### src/rtl/sync_pkg.sv
// Shared types and default rates for the SYNC0-locked ultrasound time base.
package sync_pkg;

    typedef enum logic [1:0] {
        UNLOCKED = 2'd0,
        ACQUIRE  = 2'd1,
        LOCKED   = 2'd2
    } sync_state_t;

    localparam int SYS_CLK_FREQ_DEF    = 20480000;
    localparam int ULTRASOUND_FREQ_DEF = 40000;
    localparam int SYNC0_FREQ_DEF      = 2000;

    localparam int DEFAULT_CYCLE = SYS_CLK_FREQ_DEF / ULTRASOUND_FREQ_DEF;
    localparam int SYNC_PERIOD   = SYS_CLK_FREQ_DEF / SYNC0_FREQ_DEF;

    // The period counter must reach 2*SYNC_PERIOD to detect a lost SYNC train.
    function automatic int period_width(input int sync_period);
        return $clog2(2 * sync_period + 1);
    endfunction

    localparam int PERIOD_W = period_width(SYNC_PERIOD);

endpackage

### src/rtl/sync_time_base_if.sv
// Bus bundle between the SYNC/configuration source and the time base outputs.
interface sync_time_base_if #(
    parameter int CYCLE_WIDTH   = 16,
    parameter int REF_CNT_WIDTH = 8
);
    // SYNC is a single-cycle strobe with no back-pressure; CYCLE and REF_CYCLE
    // are level inputs sampled only on SYNC or on a cycle wrap.
    logic                             SYNC;
    logic [CYCLE_WIDTH-1:0]           CYCLE;
    logic [REF_CNT_WIDTH-1:0]         REF_CYCLE;
    logic [CYCLE_WIDTH-1:0]           TIME;
    logic                             UPDATE;
    logic                             REF_CLK_TICK;
    logic [REF_CNT_WIDTH-1:0]         REF_CLK_CNT;
    logic                             LOCKED;
    logic [7:0]                       SYNC_ERR_CNT;
    logic signed [CYCLE_WIDTH:0]      PHASE_ERR;
    sync_pkg::sync_state_t            dbg_state;

    modport master (
        output SYNC, CYCLE, REF_CYCLE,
        input  TIME, UPDATE, REF_CLK_TICK, REF_CLK_CNT, LOCKED, SYNC_ERR_CNT,
               PHASE_ERR, dbg_state
    );

    modport slave (
        input  SYNC, CYCLE, REF_CYCLE,
        output TIME, UPDATE, REF_CLK_TICK, REF_CLK_CNT, LOCKED, SYNC_ERR_CNT,
               PHASE_ERR, dbg_state
    );

endinterface

### src/rtl/sync_period_monitor.sv
// SYNC period monitor: measures SYNC spacing, runs the lock FSM, counts lock losses.
module sync_period_monitor
    import sync_pkg::*;
#(
    parameter int SYNC_PER   = SYNC_PERIOD,
    parameter int SYNC_TOL   = 4,
    parameter int LOCK_COUNT = 3,
    parameter int PW         = period_width(SYNC_PER)
) (
    input  logic        clk,
    input  logic        rst,
    input  logic        sync,
    output logic        locked,
    output logic [7:0]  sync_err_cnt,
    output sync_state_t state
);

    localparam int GW = $clog2(LOCK_COUNT + 1);

    logic [PW-1:0] period_cnt;
    sync_state_t   state_q, state_d;
    logic [GW-1:0] good_q, good_d;
    logic          good_sync;
    logic          timeout;
    logic          err_inc;

    assign good_sync = (period_cnt >= PW'(SYNC_PER - SYNC_TOL)) &&
                       (period_cnt <= PW'(SYNC_PER + SYNC_TOL));
    assign timeout   = (period_cnt == PW'(2 * SYNC_PER));

    always_ff @(posedge clk or posedge rst) begin
        if (rst) begin
            period_cnt <= '0;
        end else if (sync) begin
            period_cnt <= PW'(1);
        end else if (period_cnt != '1) begin
            period_cnt <= period_cnt + PW'(1);
        end
    end

    always_ff @(posedge clk or posedge rst) begin
        if (rst) begin
            state_q      <= UNLOCKED;
            good_q       <= '0;
            sync_err_cnt <= '0;
        end else begin
            state_q <= state_d;
            good_q  <= good_d;
            if (err_inc && (sync_err_cnt != 8'hFF)) begin
                sync_err_cnt <= sync_err_cnt + 8'd1;
            end
        end
    end

    // The first SYNC after UNLOCKED only starts the measurement window.
    always_comb begin
        state_d = state_q;
        good_d  = good_q;
        err_inc = 1'b0;
        case (state_q)
            UNLOCKED: begin
                if (sync) begin
                    state_d = ACQUIRE;
                    good_d  = '0;
                end
            end
            ACQUIRE: begin
                if (sync) begin
                    if (!good_sync) begin
                        good_d = '0;
                    end else if (good_q == GW'(LOCK_COUNT - 1)) begin
                        state_d = LOCKED;
                        good_d  = '0;
                    end else begin
                        good_d = good_q + GW'(1);
                    end
                end
            end
            LOCKED: begin
                if (sync) begin
                    if (!good_sync) begin
                        state_d = ACQUIRE;
                        good_d  = '0;
                        err_inc = 1'b1;
                    end
                end else if (timeout) begin
                    state_d = UNLOCKED;
                    err_inc = 1'b1;
                end
            end
            default: begin
                state_d = UNLOCKED;
                good_d  = '0;
            end
        endcase
    end

    always_comb begin
        locked = (state_q == LOCKED);
        state  = state_q;
    end

endmodule

### src/rtl/sync_time_base.sv
// Ultrasound time base locked to SYNC0: shadowed cycle/ref registers, TIME and
// reference counters, period monitor. Optional phase capture: `SYNC_PHASE_ERR_EN.
module sync_time_base
    import sync_pkg::*;
#(
    parameter int SYS_CLK_FREQ    = SYS_CLK_FREQ_DEF,
    parameter int ULTRASOUND_FREQ = ULTRASOUND_FREQ_DEF,
    parameter int SYNC0_FREQ      = SYNC0_FREQ_DEF,
    parameter int CYCLE_WIDTH     = 16,
    parameter int REF_CNT_WIDTH   = 8,
    parameter int SYNC_TOL        = 4,
    parameter int LOCK_COUNT      = 3
) (
    input logic             CLK,
    input logic             RST,
    sync_time_base_if.slave bus
);

    localparam int CW       = CYCLE_WIDTH;
    localparam int RW       = REF_CNT_WIDTH;
    localparam int CYC_RST  = SYS_CLK_FREQ / ULTRASOUND_FREQ;
    localparam int SYNC_PER = SYS_CLK_FREQ / SYNC0_FREQ;

    logic [CW-1:0] cycle_q;
    logic [CW-1:0] time_q;
    logic [RW-1:0] ref_cycle_q;
    logic [RW-1:0] ref_cnt_q;
    logic          tick_q;
    logic          wrap;
    logic          load;

    assign wrap = (time_q == cycle_q - CW'(1));
    assign load = bus.SYNC | wrap;

    // Shadow registers only change at a boundary, so TIME never overruns cycle_q.
    always_ff @(posedge CLK or posedge RST) begin
        if (RST) begin
            cycle_q     <= CW'(CYC_RST);
            ref_cycle_q <= RW'(1);
        end else if (load) begin
            cycle_q     <= (bus.CYCLE < CW'(2)) ? CW'(2) : bus.CYCLE;
            ref_cycle_q <= (bus.REF_CYCLE == '0) ? RW'(1) : bus.REF_CYCLE;
        end
    end

    always_ff @(posedge CLK or posedge RST) begin
        if (RST) begin
            time_q    <= '0;
            ref_cnt_q <= '0;
            tick_q    <= 1'b0;
        end else begin
            time_q <= load ? '0 : time_q + CW'(1);
            tick_q <= wrap & ~bus.SYNC;
            if (bus.SYNC) begin
                ref_cnt_q <= '0;
            end else if (wrap) begin
                ref_cnt_q <= (ref_cnt_q == ref_cycle_q - RW'(1)) ? '0 : ref_cnt_q + RW'(1);
            end
        end
    end

    assign bus.TIME         = time_q;
    assign bus.UPDATE       = load;
    assign bus.REF_CLK_TICK = tick_q;
    assign bus.REF_CLK_CNT  = ref_cnt_q;

`ifdef SYNC_PHASE_ERR_EN
    localparam int PEW = CW + 1;

    logic [PEW-1:0]        cyc_ext;
    logic [PEW-1:0]        next_pos;
    logic [PEW-1:0]        phase_v;
    logic signed [PEW-1:0] phase_d;
    logic signed [PEW-1:0] phase_q;

    // Position the counter would reach on this edge, folded into a signed
    // error centred on the cycle boundary.
    always_comb begin
        cyc_ext  = {1'b0, cycle_q};
        next_pos = {1'b0, time_q} + PEW'(1);
        phase_v  = (next_pos >= cyc_ext) ? next_pos - cyc_ext : next_pos;
        phase_d  = (phase_v <= (cyc_ext >> 1)) ? $signed(phase_v)
                                                : $signed(phase_v - cyc_ext);
    end

    always_ff @(posedge CLK or posedge RST) begin
        if (RST) begin
            phase_q <= '0;
        end else if (bus.SYNC) begin
            phase_q <= phase_d;
        end
    end

    assign bus.PHASE_ERR = phase_q;
`else
    assign bus.PHASE_ERR = '0;
`endif

    sync_period_monitor #(
        .SYNC_PER   (SYNC_PER),
        .SYNC_TOL   (SYNC_TOL),
        .LOCK_COUNT (LOCK_COUNT),
        .PW         (period_width(SYNC_PER))
    ) u_monitor (
        .clk          (CLK),
        .rst          (RST),
        .sync         (bus.SYNC),
        .locked       (bus.LOCKED),
        .sync_err_cnt (bus.SYNC_ERR_CNT),
        .state        (bus.dbg_state)
    );

endmodule
### src/flat_wrapper.sv
// flat-port wrapper written by rule: the top's interface ports become plain ports
module sync_time_base_flat import sync_pkg::*;
#(
    parameter int SYS_CLK_FREQ    = SYS_CLK_FREQ_DEF,
    parameter int ULTRASOUND_FREQ = ULTRASOUND_FREQ_DEF,
    parameter int SYNC0_FREQ      = SYNC0_FREQ_DEF,
    parameter int CYCLE_WIDTH     = 16,
    parameter int REF_CNT_WIDTH   = 8,
    parameter int SYNC_TOL        = 4,
    parameter int LOCK_COUNT      = 3
)
  (CLK, RST, bus_SYNC, bus_CYCLE, bus_REF_CYCLE, bus_TIME, bus_UPDATE, bus_REF_CLK_TICK, bus_REF_CLK_CNT, bus_LOCKED, bus_SYNC_ERR_CNT, bus_PHASE_ERR, bus_dbg_state);
  sync_time_base_if #(.CYCLE_WIDTH(CYCLE_WIDTH), .REF_CNT_WIDTH(REF_CNT_WIDTH)) bus_i ();
  input logic CLK;
  input logic RST;
  input wire logic [$bits(bus_i.SYNC)-1:0] bus_SYNC;
  input wire logic [$bits(bus_i.CYCLE)-1:0] bus_CYCLE;
  input wire logic [$bits(bus_i.REF_CYCLE)-1:0] bus_REF_CYCLE;
  output wire logic [$bits(bus_i.TIME)-1:0] bus_TIME;
  output wire logic [$bits(bus_i.UPDATE)-1:0] bus_UPDATE;
  output wire logic [$bits(bus_i.REF_CLK_TICK)-1:0] bus_REF_CLK_TICK;
  output wire logic [$bits(bus_i.REF_CLK_CNT)-1:0] bus_REF_CLK_CNT;
  output wire logic [$bits(bus_i.LOCKED)-1:0] bus_LOCKED;
  output wire logic [$bits(bus_i.SYNC_ERR_CNT)-1:0] bus_SYNC_ERR_CNT;
  output wire logic [$bits(bus_i.PHASE_ERR)-1:0] bus_PHASE_ERR;
  output wire logic [$bits(bus_i.dbg_state)-1:0] bus_dbg_state;
  assign bus_i.SYNC = bus_SYNC;
  assign bus_i.CYCLE = bus_CYCLE;
  assign bus_i.REF_CYCLE = bus_REF_CYCLE;
  assign bus_TIME = bus_i.TIME;
  assign bus_UPDATE = bus_i.UPDATE;
  assign bus_REF_CLK_TICK = bus_i.REF_CLK_TICK;
  assign bus_REF_CLK_CNT = bus_i.REF_CLK_CNT;
  assign bus_LOCKED = bus_i.LOCKED;
  assign bus_SYNC_ERR_CNT = bus_i.SYNC_ERR_CNT;
  assign bus_PHASE_ERR = bus_i.PHASE_ERR;
  assign bus_dbg_state = bus_i.dbg_state;
  sync_time_base #(.SYS_CLK_FREQ(SYS_CLK_FREQ), .ULTRASOUND_FREQ(ULTRASOUND_FREQ), .SYNC0_FREQ(SYNC0_FREQ), .CYCLE_WIDTH(CYCLE_WIDTH), .REF_CNT_WIDTH(REF_CNT_WIDTH), .SYNC_TOL(SYNC_TOL), .LOCK_COUNT(LOCK_COUNT)) u_core (.CLK(CLK), .RST(RST), .bus(bus_i));
endmodule
### config.mk
export PLATFORM = sky130hd
export DESIGN_NAME = sync_time_base_flat
export DESIGN_NICKNAME = d
export VERILOG_FILES = /design/src/rtl/sync_pkg.sv /design/src/rtl/sync_time_base_if.sv /design/src/rtl/sync_period_monitor.sv /design/src/rtl/sync_time_base.sv /design/src/flat_wrapper.sv
export SDC_FILE = /design/constraint.sdc
export NUM_CORES = 1
export LEC_CHECK = 0
export ABC_AREA = 1
export BUFFER_PORTS_ARGS = -buffer_cell sky130_fd_sc_hd__buf_2
export CAP_MARGIN = 20
export CORE_MARGIN = 3
export CORE_UTILIZATION = 30
export CTS_CLUSTER_DIAMETER = 60
export DETAILED_ROUTE_END_ITERATION = 10
export MAX_ROUTING_LAYER = met4
export REMOVE_ABC_BUFFERS = 1
export SYNTH_ARGS = -nofsm -noshare
export SYNTH_HDL_FRONTEND = slang
export SYNTH_SLANG_ARGS = --single-unit
export TNS_END_PERCENT = 1
### constraint.sdc
create_clock -name CLK -period 3.4 [get_ports CLK]
set_input_delay 0.68 -clock CLK [delete_from_list [all_inputs] [get_ports CLK]]
set_output_delay 0.68 -clock CLK [all_outputs]
set_load 0.05 [all_outputs]
=== After elaboration in Yosys (flattened, before gate mapping) ===
Index checks and enable logic that the tools add are counted.

* Register bits: 76

* Bitwise operators: 3
* Magnitude comparators: 3
* Reductions and logical operators: 8
* Multiplexer cells: 27
* $add $sub $neg: 7
* Equality and inequality tests: 16

{| class="wikitable"
|+ Operator list
! operator !! number
|-
| $mux 16 || 2
|-
| $mux 8 || 4
|-
| $mux 15 || 2
|-
| $mux 2 || 13
|-
| $add 16x1->16 const B || 1
|-
| $add 8x1->8 const B || 2
|-
| $eq 16x16->1 || 1
|-
| $lt 16x2->1 const B || 1
|-
| $sub 16x1->16 const B || 1
|-
| $add 15x1->15 const B || 1
|-
| $eq 15x15->1 const B || 1
|-
| $ge 15x14->1 const B || 1
|-
| $le 15x14->1 const B || 1
|-
| $ne 15x15->1 const B || 1
|-
| $ne 2x2->1 const B || 6
|-
| $pmux 2 s3 || 2
|-
| $eq 8x8->1 || 1
|-
| $logic_not 8->1 || 1
|-
| $ne 8x8->1 const B || 1
|-
| $sub 8x1->8 const B || 1
|-
| $reduce_and 6->1 || 1
|-
| $eq 2x2->1 const B || 2
|-
| $mux 1 || 4
|-
| $reduce_and 4->1 || 1
|-
| 10 further kinds || 12
|}

=== Depth between registers and ports, before layout ===
Gate-level depths: netlist of run 1.

* Depth in word-level cells: 6
* Depth in mapped cells: 16
* Depth with buffers taken out: 15

=== Modules after synthesis ===
A second synthesis of run 1 with hierarchy kept.

* Cells, all modules: 723
* Area, all modules: 5283.8 µm²

{| class="wikitable"
|+ By module, submodules not included
! module !! area each (µm²) !! sequential area each (µm²) !! times used !! cells an instance
|-
| sync_time_base || 3585.9 || 1228.7 || 1 || 486
|-
| sync_period_monitor || 1697.9 || 675.6 || 1 || 237
|}

=== Worst setup path after synthesis of run 1 ===
No wires, ideal clock.

* Kind: reg2out
* From: register u_core.time_q[10], in the netlist u_core.bus.TIME[10]
* To: output port bus_UPDATE
* Path slack: 0.722 ns
* Buffers on the path: 1
* Arrival time: 1.998 ns
* Cell stages (with the launch flop): 13
* Cell sequence: dfrtp_1 -> inv_1 -> or2_2 -> nand2_1 -> inv_1 -> nand2_1 -> nand2_1 -> nor2_1 -> nand2_1 -> nor2_2 -> nand2_4 -> nand2_8 -> buf_4

* Word-level cells in the longest chain between the ends: 2

{| class="wikitable"
|+ RTL lines
! item !! RTL line !! source
|-
| start, declared || sync_time_base.sv:25 || <nowiki>logic [CW-1:0] time_q;</nowiki>
|-
| start signal, assigned || sync_time_base.sv:52 || <nowiki>time_q <= load ? '0 : time_q + CW'(1);</nowiki>
|-
| $eq 16x16->1 || sync_time_base.sv:32 || <nowiki>assign wrap = (time_q == cycle_q - CW'(1));</nowiki>
|-
| $or 1x1->1 || sync_time_base.sv:33 || <nowiki>assign load = bus.SYNC | wrap;</nowiki>
|-
| end, declared || flat_wrapper.sv:20 || <nowiki>output wire logic [$bits(bus_i.UPDATE)-1:0] bus_UPDATE;</nowiki>
|}

No other way between the ends.

=== Worst setup path in the final report of run 1 ===
* From: register u_core.cycle_q[0]
* To: output port bus_UPDATE

* Word-level cells in the longest chain between the ends: 3

{| class="wikitable"
|+ RTL lines
! item !! RTL line !! source
|-
| start, declared || sync_time_base.sv:24 || <nowiki>logic [CW-1:0] cycle_q;</nowiki>
|-
| start signal, assigned || sync_time_base.sv:38 || <nowiki>cycle_q <= CW'(CYC_RST);</nowiki>
|-
| start signal, assigned || sync_time_base.sv:41 || <nowiki>cycle_q <= (bus.CYCLE < CW'(2)) ? CW'(2) : bus.CYCLE;</nowiki>
|-
| $sub 16x1->16 || sync_time_base.sv:32 ||
|-
| $eq 16x16->1 || sync_time_base.sv:32 ||
|-
| $or 1x1->1 || sync_time_base.sv:33 ||
|}

No other way between the ends.

==> impl_metrics.toml, run 1 <==
[final_layout]
drive_gt1_share_pct = 13.24
design_area_um2 = 5883
fin_nets = 822
area_growth_syn_to_layout_pct = 16.53
diodes = 0

[worst_setup_path]
worstPathArrival_ns = 2.37
cp_cell_sequence = "inv_1 -> ha_2 -> nand2_1 -> inv_1 -> nand3_1 -> o21ai_0 -> nand2_1 -> nor2_1 -> nand2_1 -> nor2_2 -> nand2_4 -> nand2_8 -> clkbuf_4"
cp_slowest_cell = "dfrtp_1"
cp_max_fo = 5
crit_type = "reg2out"
crit_start = "u_core.cycle_q[0]"
cpPeakStageDelay_ns = 0.41
cp-end-kind = "output pin"
required_ns = 2.72
worstSetupStartpointType = "flip-flop"
cp_common_cell = "nand2_1"
reg2reg_from = "u_core.cycle_q[0]"

[power]
p_int_w = 0.001874
p_sw_share_pct = 33.23
p_sw_w = 0.0009329
clkPwrFrac_pct = 39.5
power_density_nw_per_um2 = 477.2
pwr-share-comb_pct = 22.9
p_seq_share_pct = 37.5
leakage_nw = 3.077
peakVddDrop_uv = 403.7

[floorplanning]
die_w_um = 135.7
core_um2 = 16170
num_rows = 46
die_y_um = 135.7
start_util_pct = 31.22
io_pins = 81
die_area_um2 = 18420

[timing]
whs_ns = 0.4581
fmax_mhz = 327.9
tns_ns = 0
hold_violations = 0
setup_viol = 0
maxSlewViolCount = 0
finalCritPeriodShare_pct = 89.71
skew_ns = 0.006403
finalCriticalPeriod_ns = 3.050
rsz0062_at_grt = "no"
worst_slew_pin_slew_ns = 0.8347
relSlewSlack_pct = 44.35

[route]
via_count = 4619
wl_um = 12630
drt-vias-per-instance = 4.578
drtIter0Drc = 263
wl_per_cell_um = 12.52
antenna_left = 0
dr.pass1.iters = 5
drcViolationCount = 0

[cts]
cts_tree = "yes"
insertion_delay_ns = 0.34
clk_pin_slew_ns = 0.06
cts_buffer_depth = 2
cts_hold_repair.buffers = 0
cts_num_sinks = 76
root_buffer = "clkbuf_16"
h-tree-depth = 3
cts_buffers = 9

[global_route]
grt_max_degree = 47
overflow = 0
grt_pass1_vias = 4419
grt_usage_pct = 14.63
grt_pass1_wl_um = 21260
antenna_found_initial = 0

[yosys]
synthFlopType = "dfrtp_1"
synth.area.top_cells = "dfrtp_1 37%, nand2_1 17%, nand3_1 7.5%, nor2_1 6.6%, inv_1 6.2%"
yosys-top-cells-count = "223 x nand2_1, 89 x nor2_1, 83 x inv_1"
yosysSeqAreaShare_pct = 37.72
ys_types = 40
netlist_area_um2 = 5049
synth-seq-cells = 76
ys_async_sr_fraction_pct = 100.0
post_synth.cell_area_avg_um2 = 6.993
synth_edf_count = 0
yosysMostFrequentCell = "nand2_1"
yosys_warnings = 0
synth_top_area_share_pct = 36.68
synth_top_cell_by_area = "dfrtp_1"
synth_cells = 722

[placement]
place_area_um2 = 5537
globalplace.congestion = 0.8829
io_buffers = 63
dp_hpwl_um = 9409

[outcome]
status = "finished clean"

[flow_run]
maxCapViolCount = 0

[worst_hold_path]
hp-class = "in2async"
final timing paths:
kind / slack, ns / cells past startpoint / end
worst max-delay path: 0.35 / 13 / bus_UPDATE
worst min-delay path: 0.46 / 2 / u_core.cycle_q[0]
worst max register to register: 0.89 / 15 / u_core.cycle_q[9]
worst min register to register: 0.51 / 2 / u_core.ref_cycle_q[0]
max in group asynchronous: 2.21 / 3 / u_core.bus.REF_CLK_CNT[0]
min in group CLK: 0.51 / 2 / u_core.ref_cycle_q[0]
through the flow:
stage	utilization [%]	instances	setup slack, ns	power, W
after floorplan	-	707	0.6396	0.001555
after global placement	34.23	993	0.7015	0.001711
after detailed placement	34.23	993	0.6849	0.001714
after CTS	36.35	1009	0.3024	0.002842
after global routing	36.38	1009	0.01985	0.002968
final	36.38	1009	0.3500	0.002807
kinds of logic (layout without fill, tap and decap cells):
logic type,count (synthesis),count (layout),synth area share [%]
and+or+nand+nor,445,445,38.56
xor gates and xnor gates,41,41,7.385
adders and majority gates,7,7,1.735
buffers and inverters,115,170,10.43
other,1,17,0.07428
AOI/OAI and AO/OA,37,37,4.089
DFF,76,76,37.72
power by group through the flow:
stage	Combinational, W	Clock (W)	Sequential [W]
4_1_cts	0.000649	0.00114	0.00105
3_3_place_gp	0.000642	0	0.00107
2_1_floorplan	0.000380	0	0.00118
6_report	0.000644	0.00111	0.00105
3_5_place_dp	0.000645	0	0.00107
5_1_grt	0.000722	0.00118	0.00107
layout make-up:
| cell class | count | area [µm²] |
|---|---|---|
| clock buffer | 10 | 229.0 |
| sequential | 76 | 1904 |
| multi-input combinational | 547 | 2680 |
| tap | 216 | 270.3 |
| fill | 1738 | 10290 |
| inverter | 84 | 316.6 |
| clock inverter | 6 | 112.6 |
| timing repair buffer | 70 | 370.4 |
critical path: cells and delay by family, from the launching register on:
family / cells / cell delay (ns)
buffers and inverters: 3 / 0.44
AOI/OAI and AO/OA: 1 / 0.18
DFF: 1 / 0.41
and+or+nand+nor: 8 / 0.75
adders and majority gates: 1 / 0.25
repair_timing:
action                                  CTS  global route
endpoints found under the setup margin    0             1
buffers inserted                          0             0
gates resized for setup                   0             2
layout by cell type, fill, tap and decap left out, types with 4 or more instances in the layout:
cell type,netlist,final
ha_1,7,6
nor4_1,4,4
a31oi_1,6,6
nor3_1,10,10
a21oi_1,9,9
xnor2_1,21,21
conb_1,1,17
inv_1,83,82
or2_2,4,4
dfrtp_1,74,74
xor2_1,19,19
nand3b_1,8,8
nand4_1,15,15
buf_2,4,62
o21ai_0,17,17
nor2_1,89,89
nand3_1,76,76
clkbuf_16,0,9
buf_4,18,7
nand2_1,223,223
sequential cells by signal, summed over array words and instances (netlist names):
name,flops
u_core.u_monitor.sync_err_cnt,8
u_core.u_monitor.state,2
u_core.bus.REF_CLK_TICK,1
u_core.cycle_q,16
u_core.bus.TIME,16
u_core.ref_cycle_q,8
u_core.bus.REF_CLK_CNT,8
u_core.u_monitor.period_cnt,15
u_core.u_monitor.good_q,2
metal layers:
layer,up-vias,share of wire [%],global-route usage [%]
li1,2377,-,-
met1,2128,47,18.55
met2,103,47,23.84
met3,11,5.2,3.529
met4,0,0.94,3.191
met5,-,0,-
(Power assumes the default switching activity.)
==> run 2, diff against run 1 <==
CELL_PAD_IN_SITES_DETAIL_PLACEMENT = 1   (was not set)
CELL_PAD_IN_SITES_GLOBAL_PLACEMENT = 2   (was not set)
PLACE_DENSITY_LB_ADDON = 0.1   (was not set)
==> run 2 against run 1 <==
Wire length up 19%. Non-clock buffer count up 1. Maximum frequency down 2.0%. Global-route usage up 3.1 points. Via count up 2.8%. Sequential cell count unchanged. Combinational power up 2%. Clock power down 11%. Total power down 3.7%.
==> impl_metrics.toml, run 2 (synthesized netlist as in run 1, its figures left out) <==
[timing]
skew_ns = 0.008796
relSlewSlack_pct = 58.20
finalCriticalPeriod_ns = 3.111
setup_viol = 0
hold_violations = 0
maxSlewViolCount = 0
finalCritPeriodShare_pct = 91.51
worst_slew_pin_slew_ns = 0.6213
worst_slack_ns = 0.2886
fmax_mhz = 321.4

[floorplanning]
die_y_um = 135.7
io_pins = 81
die_area_um2 = 18420
core_um2 = 16170
num_rows = 46
start_util_pct = 31.22
die_w_um = 135.7

[power]
power_density_nw_per_um2 = 463.0
leakage_nw = 3.071
peakVddDrop_uv = 335.5

[cts]
cts_num_sinks = 76
cts_hold_repair.buffers = 0
cts_tree = "yes"
h-tree-depth = 3
insertion_delay_ns = 0.34
clk_pin_slew_ns = 0.06
cts_buffer_depth = 2
root_buffer = "clkbuf_16"
cts_buffers = 9

[route]
wl_um = 15000
drtIter0Drc = 180
antenna_left = 0
via_count = 4747
drt-vias-per-instance = 4.705
drcViolationCount = 0
wl_per_cell_um = 14.87
dr.pass1.iters = 4

[global_route]
overflow = 0
grt_pass1_wl_um = 25270
antenna_found_initial = 0
grt_max_degree = 46
grt_pass1_vias = 5098
grt_usage_pct = 17.73

[worst_setup_path]
worstSetupStartpointType = "flip-flop"
required_ns = 2.72
r2r-end = "u_core.cycle_q[6]"
cp_max_fo = 5
reg2reg_from = "u_core.cycle_q[0]"
worstPathArrival_ns = 2.43
crit_type = "reg2out"
ff2ff_path_depth = 15
ff2ff_setup_slack_ns = 0.81
cp-end-kind = "output pin"

[outcome]
status = "finished clean"

[placement]
place_ws_ns = 0.5976
dp_hpwl_um = 11390
placed_cells = 994
io_buffers = 63
place_area_um2 = 5544
globalplace.congestion = 0.8545

[final_layout]
diodes = 0
final_common_cell = "nand2_1"
final_cell_count_no_fill = 1009
layout_common_cells = "223 x nand2_1, 89 x nor2_1, 82 x inv_1"
design_area_um2 = 5838
fill_cells = 2046
area_growth_syn_to_layout_pct = 15.64
fin_nets = 823
drive_gt1_share_pct = 13.37

[worst_hold_path]
hp-class = "in2async"

[flow_run]
maxCapViolCount = 0
run 2: metal layers:
metal | share of wire (%) | global-route usage, % | up-vias
li1 | - | - | 2379
met1 | 44 | 20.38 | 2305
met2 | 52 | 31.86 | 52
met3 | 2.4 | 2.860 | 11
met4 | 1.4 | 5.151 | 0
met5 | 0 | - | -
run 2: metrics by stage:
stage | TNS, ns | power [W] | hold slack [ns] | utilization [%]
4_1_cts | 0 | 0.002738 | 0.3713 | 36.08
2_1_floorplan | 0 | 0.001555 | 0.4750 | -
6_report | 0 | 0.002703 | 0.3479 | 36.10
3_5_place_dp | 0 | 0.001740 | 0.5080 | 34.28
3_3_place_gp | 0 | 0.001723 | 0.4957 | 34.28
5_1_grt | -0.004834 | 0.002861 | 0.3885 | 36.10
run 2: cell type report:
type | instances | area (µm²) | area share, %
multi-input combinational | 547 | 2680 | 45.91
sequential | 76 | 1904 | 32.62
timing repair buffer | 71 | 375.4 | 6.429
inverter | 84 | 316.6 | 5.422
tap | 216 | 270.3 | 4.629
clock buffer | 10 | 239.0 | 4.093
clock inverter | 5 | 52.55 | 0.9001
run 2: repair_timing:
action | 4_1_cts | 5_1_grt
endpoints found under the setup margin | 0 | 1
buffers inserted | 0 | 0
resized for setup | 0 | 1
run 2: how the worst max path moves through the flow:
stage,endpoint,startpoint,depth (start not counted),slack [ns]
2_1_floorplan,bus_UPDATE,bus_SYNC,2,0.64
3_3_place_gp,bus_UPDATE,u_core.cycle_q[0],13,0.65
3_5_place_dp,bus_UPDATE,u_core.cycle_q[0],13,0.60
4_1_cts,bus_UPDATE,u_core.cycle_q[0],13,0.22
5_1_grt,bus_UPDATE,u_core.cycle_q[0],13,-0.005
6_report,bus_UPDATE,u_core.cycle_q[0],13,0.29
run 2: power breakdown:
group	leakage (nW)	switching, W	internal (W)
clock	0.144	0.000407	0.000581
combinational	1.93	0.000471	0.000186
sequential	0.999	0.0000871	0.000971
total	3.07	0.000965	0.00174
run 2: worst max-delay path: stages, from the launching register on:
cell and delay (ns):
dfrtp_1 0.40, inv_1 0.16, ha_2 0.26, nand2_1 0.10
inv_1 0.06, nand3_1 0.09, o21ai_0 0.17, nand2_1 0.09
nor2_1 0.09, nand2_1 0.07, nor2_2 0.15, nand2_4 0.09
nand2_8 0.07, buf_2 0.28
==> run 3, diff against run 2 <==
CORE_MARGIN = 10   (was 3)
RECOVER_POWER = 25   (was not set)
==> run 3 against run 2 <==
The flow now finishes with violations (capacitance limit, slew limit). Total power rose by 3.1%. Register-to-register slack worse by 0.10 ns. Worst setup slack worse by 0.065 ns. Clock power up 8%. Hold slack better by 0.16 ns. Non-clock buffer count down 1. Utilization fell by 0.63 points. Highest routed layer unchanged.
==> impl_metrics.toml, run 3 (synthesized netlist as in run 1, its figures left out) <==
[outcome]
status = "finished with violations"
failed_checks = "capacitance limit, slew limit"

[cts]
insertion_delay_ns = 0.35
root_buffer = "clkbuf_16"
cts_tree = "yes"
cts_hold_repair.buffers = 0
clk_pin_slew_ns = 0.06
cts_resized = 0
post_cts_buffers = 0
cts_buffers = 9
cts_buffer_depth = 2
cts_num_sinks = 76
h-tree-depth = 3

[final_layout]
layout_common_cells = "223 x nand2_1, 89 x nor2_1, 82 x inv_1"
drive_gt1_share_pct = 12.99
fin_nets = 822
area_growth_syn_to_layout_pct = 16.08
design_area_um2 = 5861
fill_cells = 2121
final_common_cell = "nand2_1"

[worst_setup_path]
cp-end-kind = "output pin"
ff2ff_setup_slack_ns = 0.71
cp_cell_sequence = "inv_1 -> ha_1 -> nand2_1 -> inv_1 -> nand3_1 -> o21ai_0 -> nand2_1 -> nor2_1 -> nand2_1 -> nor2_2 -> nand2_4 -> nand2_8 -> clkbuf_4"
required_ns = 2.72
cp_common_cell = "nand2_1"
cp_slowest_cell = "dfrtp_1"
worstSetupStartpointType = "flip-flop"
r2r-end = "u_core.cycle_q[7]"
crit_type = "reg2out"
cp_max_fo = 5
worstPathArrival_ns = 2.50
reg2reg_from = "u_core.cycle_q[0]"
ff2ff_path_depth = 15
cpPeakStageDelay_ns = 0.41

[timing]
finalCriticalPeriod_ns = 3.177
maxSlewViolCount = 34
fmax_mhz = 314.8
setup_viol = 0
worst_slew_pin_slew_ns = 1.573
hold_violations = 0
skew_ns = 0.007899
tns_ns = 0
relSlewSlack_pct = -5.440
rsz0062_at_grt = "no"
finalCritPeriodShare_pct = 93.43

[power]
p_sw_share_pct = 35.41
p_seq_share_pct = 38.0
p_sw_w = 0.0009866
peakVddDrop_uv = 316.7
p_total_w = 0.002786
power_density_nw_per_um2 = 475.3
clkPwrFrac_pct = 38.3
p_int_w = 0.001799
leakage_nw = 3.065
pwr-share-comb_pct = 23.7

[floorplanning]
die_area_um2 = 22420
start_util_pct = 30.55
die_y_um = 149.7
num_rows = 47
die_w_um = 149.7
io_pins = 81
core_um2 = 16520

[placement]
place_area_um2 = 5542
dp_hpwl_um = 12230
io_buffers = 63
globalplace.congestion = 0.8283

[route]
via_count = 4832
drtIter0Drc = 229
wl_um = 16050
drcViolationCount = 0
dr.pass1.iters = 4
drt-vias-per-instance = 4.765
wl_per_cell_um = 15.83
antenna_left = 0

[global_route]
grt_max_degree = 46
antenna_found_initial = 0
overflow = 0
grt_pass1_vias = 5302
grt_pass1_wl_um = 26700
grt_usage_pct = 15.22

[worst_hold_path]
min-delay-start = "u_core.ref_cycle_q[0]"
hp-class = "reg2reg"
hold_end = "u_core.ref_cycle_q[0]"
hold_depth = 2

[flow_run]
maxCapViolCount = 1
-- run 3: layout make-up --
class	instances	area, µm²	area share, %
multi-input combinational	547	2678	45.69
tap	220	275.3	4.697
sequential	76	1904	32.49
clock buffer	10	229.0	3.907
inverter	84	316.6	5.401
clock inverter	6	88.84	1.516
timing repair buffer	70	366.6	6.255
antenna	1	2.502	0.04270
-- run 3: power groups by stage --
| stage | Sequential [W] | Combinational (W) | Clock [W] |
|---|---|---|---|
| global placement | 0.00107 | 0.000659 | 0 |
| finish | 0.00106 | 0.000661 | 0.00107 |
| floorplan | 0.00118 | 0.000380 | 0 |
| global route | 0.00107 | 0.000743 | 0.00114 |
| CTS | 0.00106 | 0.000674 | 0.00109 |
| detailed placement | 0.00107 | 0.000671 | 0 |
-- run 3: per-layer routing --
layer,vias to the layer above,share of wire (%),track usage (%)
met2,60,50,26.57
met4,0,1.6,5.345
met3,16,3.0,2.536
met5,-,0,-
met1,2374,45,17.24
li1,2382,-,-
-- run 3: how the worst max path moves through the flow --
stage                      start          to  slack, ns  depth (start not counted)
6_report       u_core.cycle_q[0]  bus_UPDATE       0.22                         13
4_1_cts        u_core.cycle_q[0]  bus_UPDATE       0.14                         13
2_1_floorplan           bus_SYNC  bus_UPDATE       0.64                          2
3_5_place_dp   u_core.cycle_q[0]  bus_UPDATE       0.56                         13
5_1_grt        u_core.cycle_q[0]  bus_UPDATE      0.001                         13
3_3_place_gp   u_core.cycle_q[0]  bus_UPDATE       0.61                         13
-- run 3: worst max-delay path: cells and delay by family (launching register included) --
family | cells | cell delay, ns
AO/OA/AOI/OAI | 1 | 0.17
adder cells (fa/ha/maj) | 1 | 0.29
buffers and inverters | 3 | 0.47
flip-flops | 1 | 0.41
AND/OR/NAND/NOR | 8 | 0.80
-- run 3: through the flow --
step	instances	hold slack, ns	utilization (%)	worst slack [ns]
global placement	997	0.4946	33.54	0.6081
floorplan	707	0.4750	-	0.6396
detailed placement	997	0.5031	33.54	0.5583
finish	1014	0.5081	35.47	0.2235
global route	1013	0.5458	35.45	0.001011
CTS	1013	0.4092	35.46	0.1430
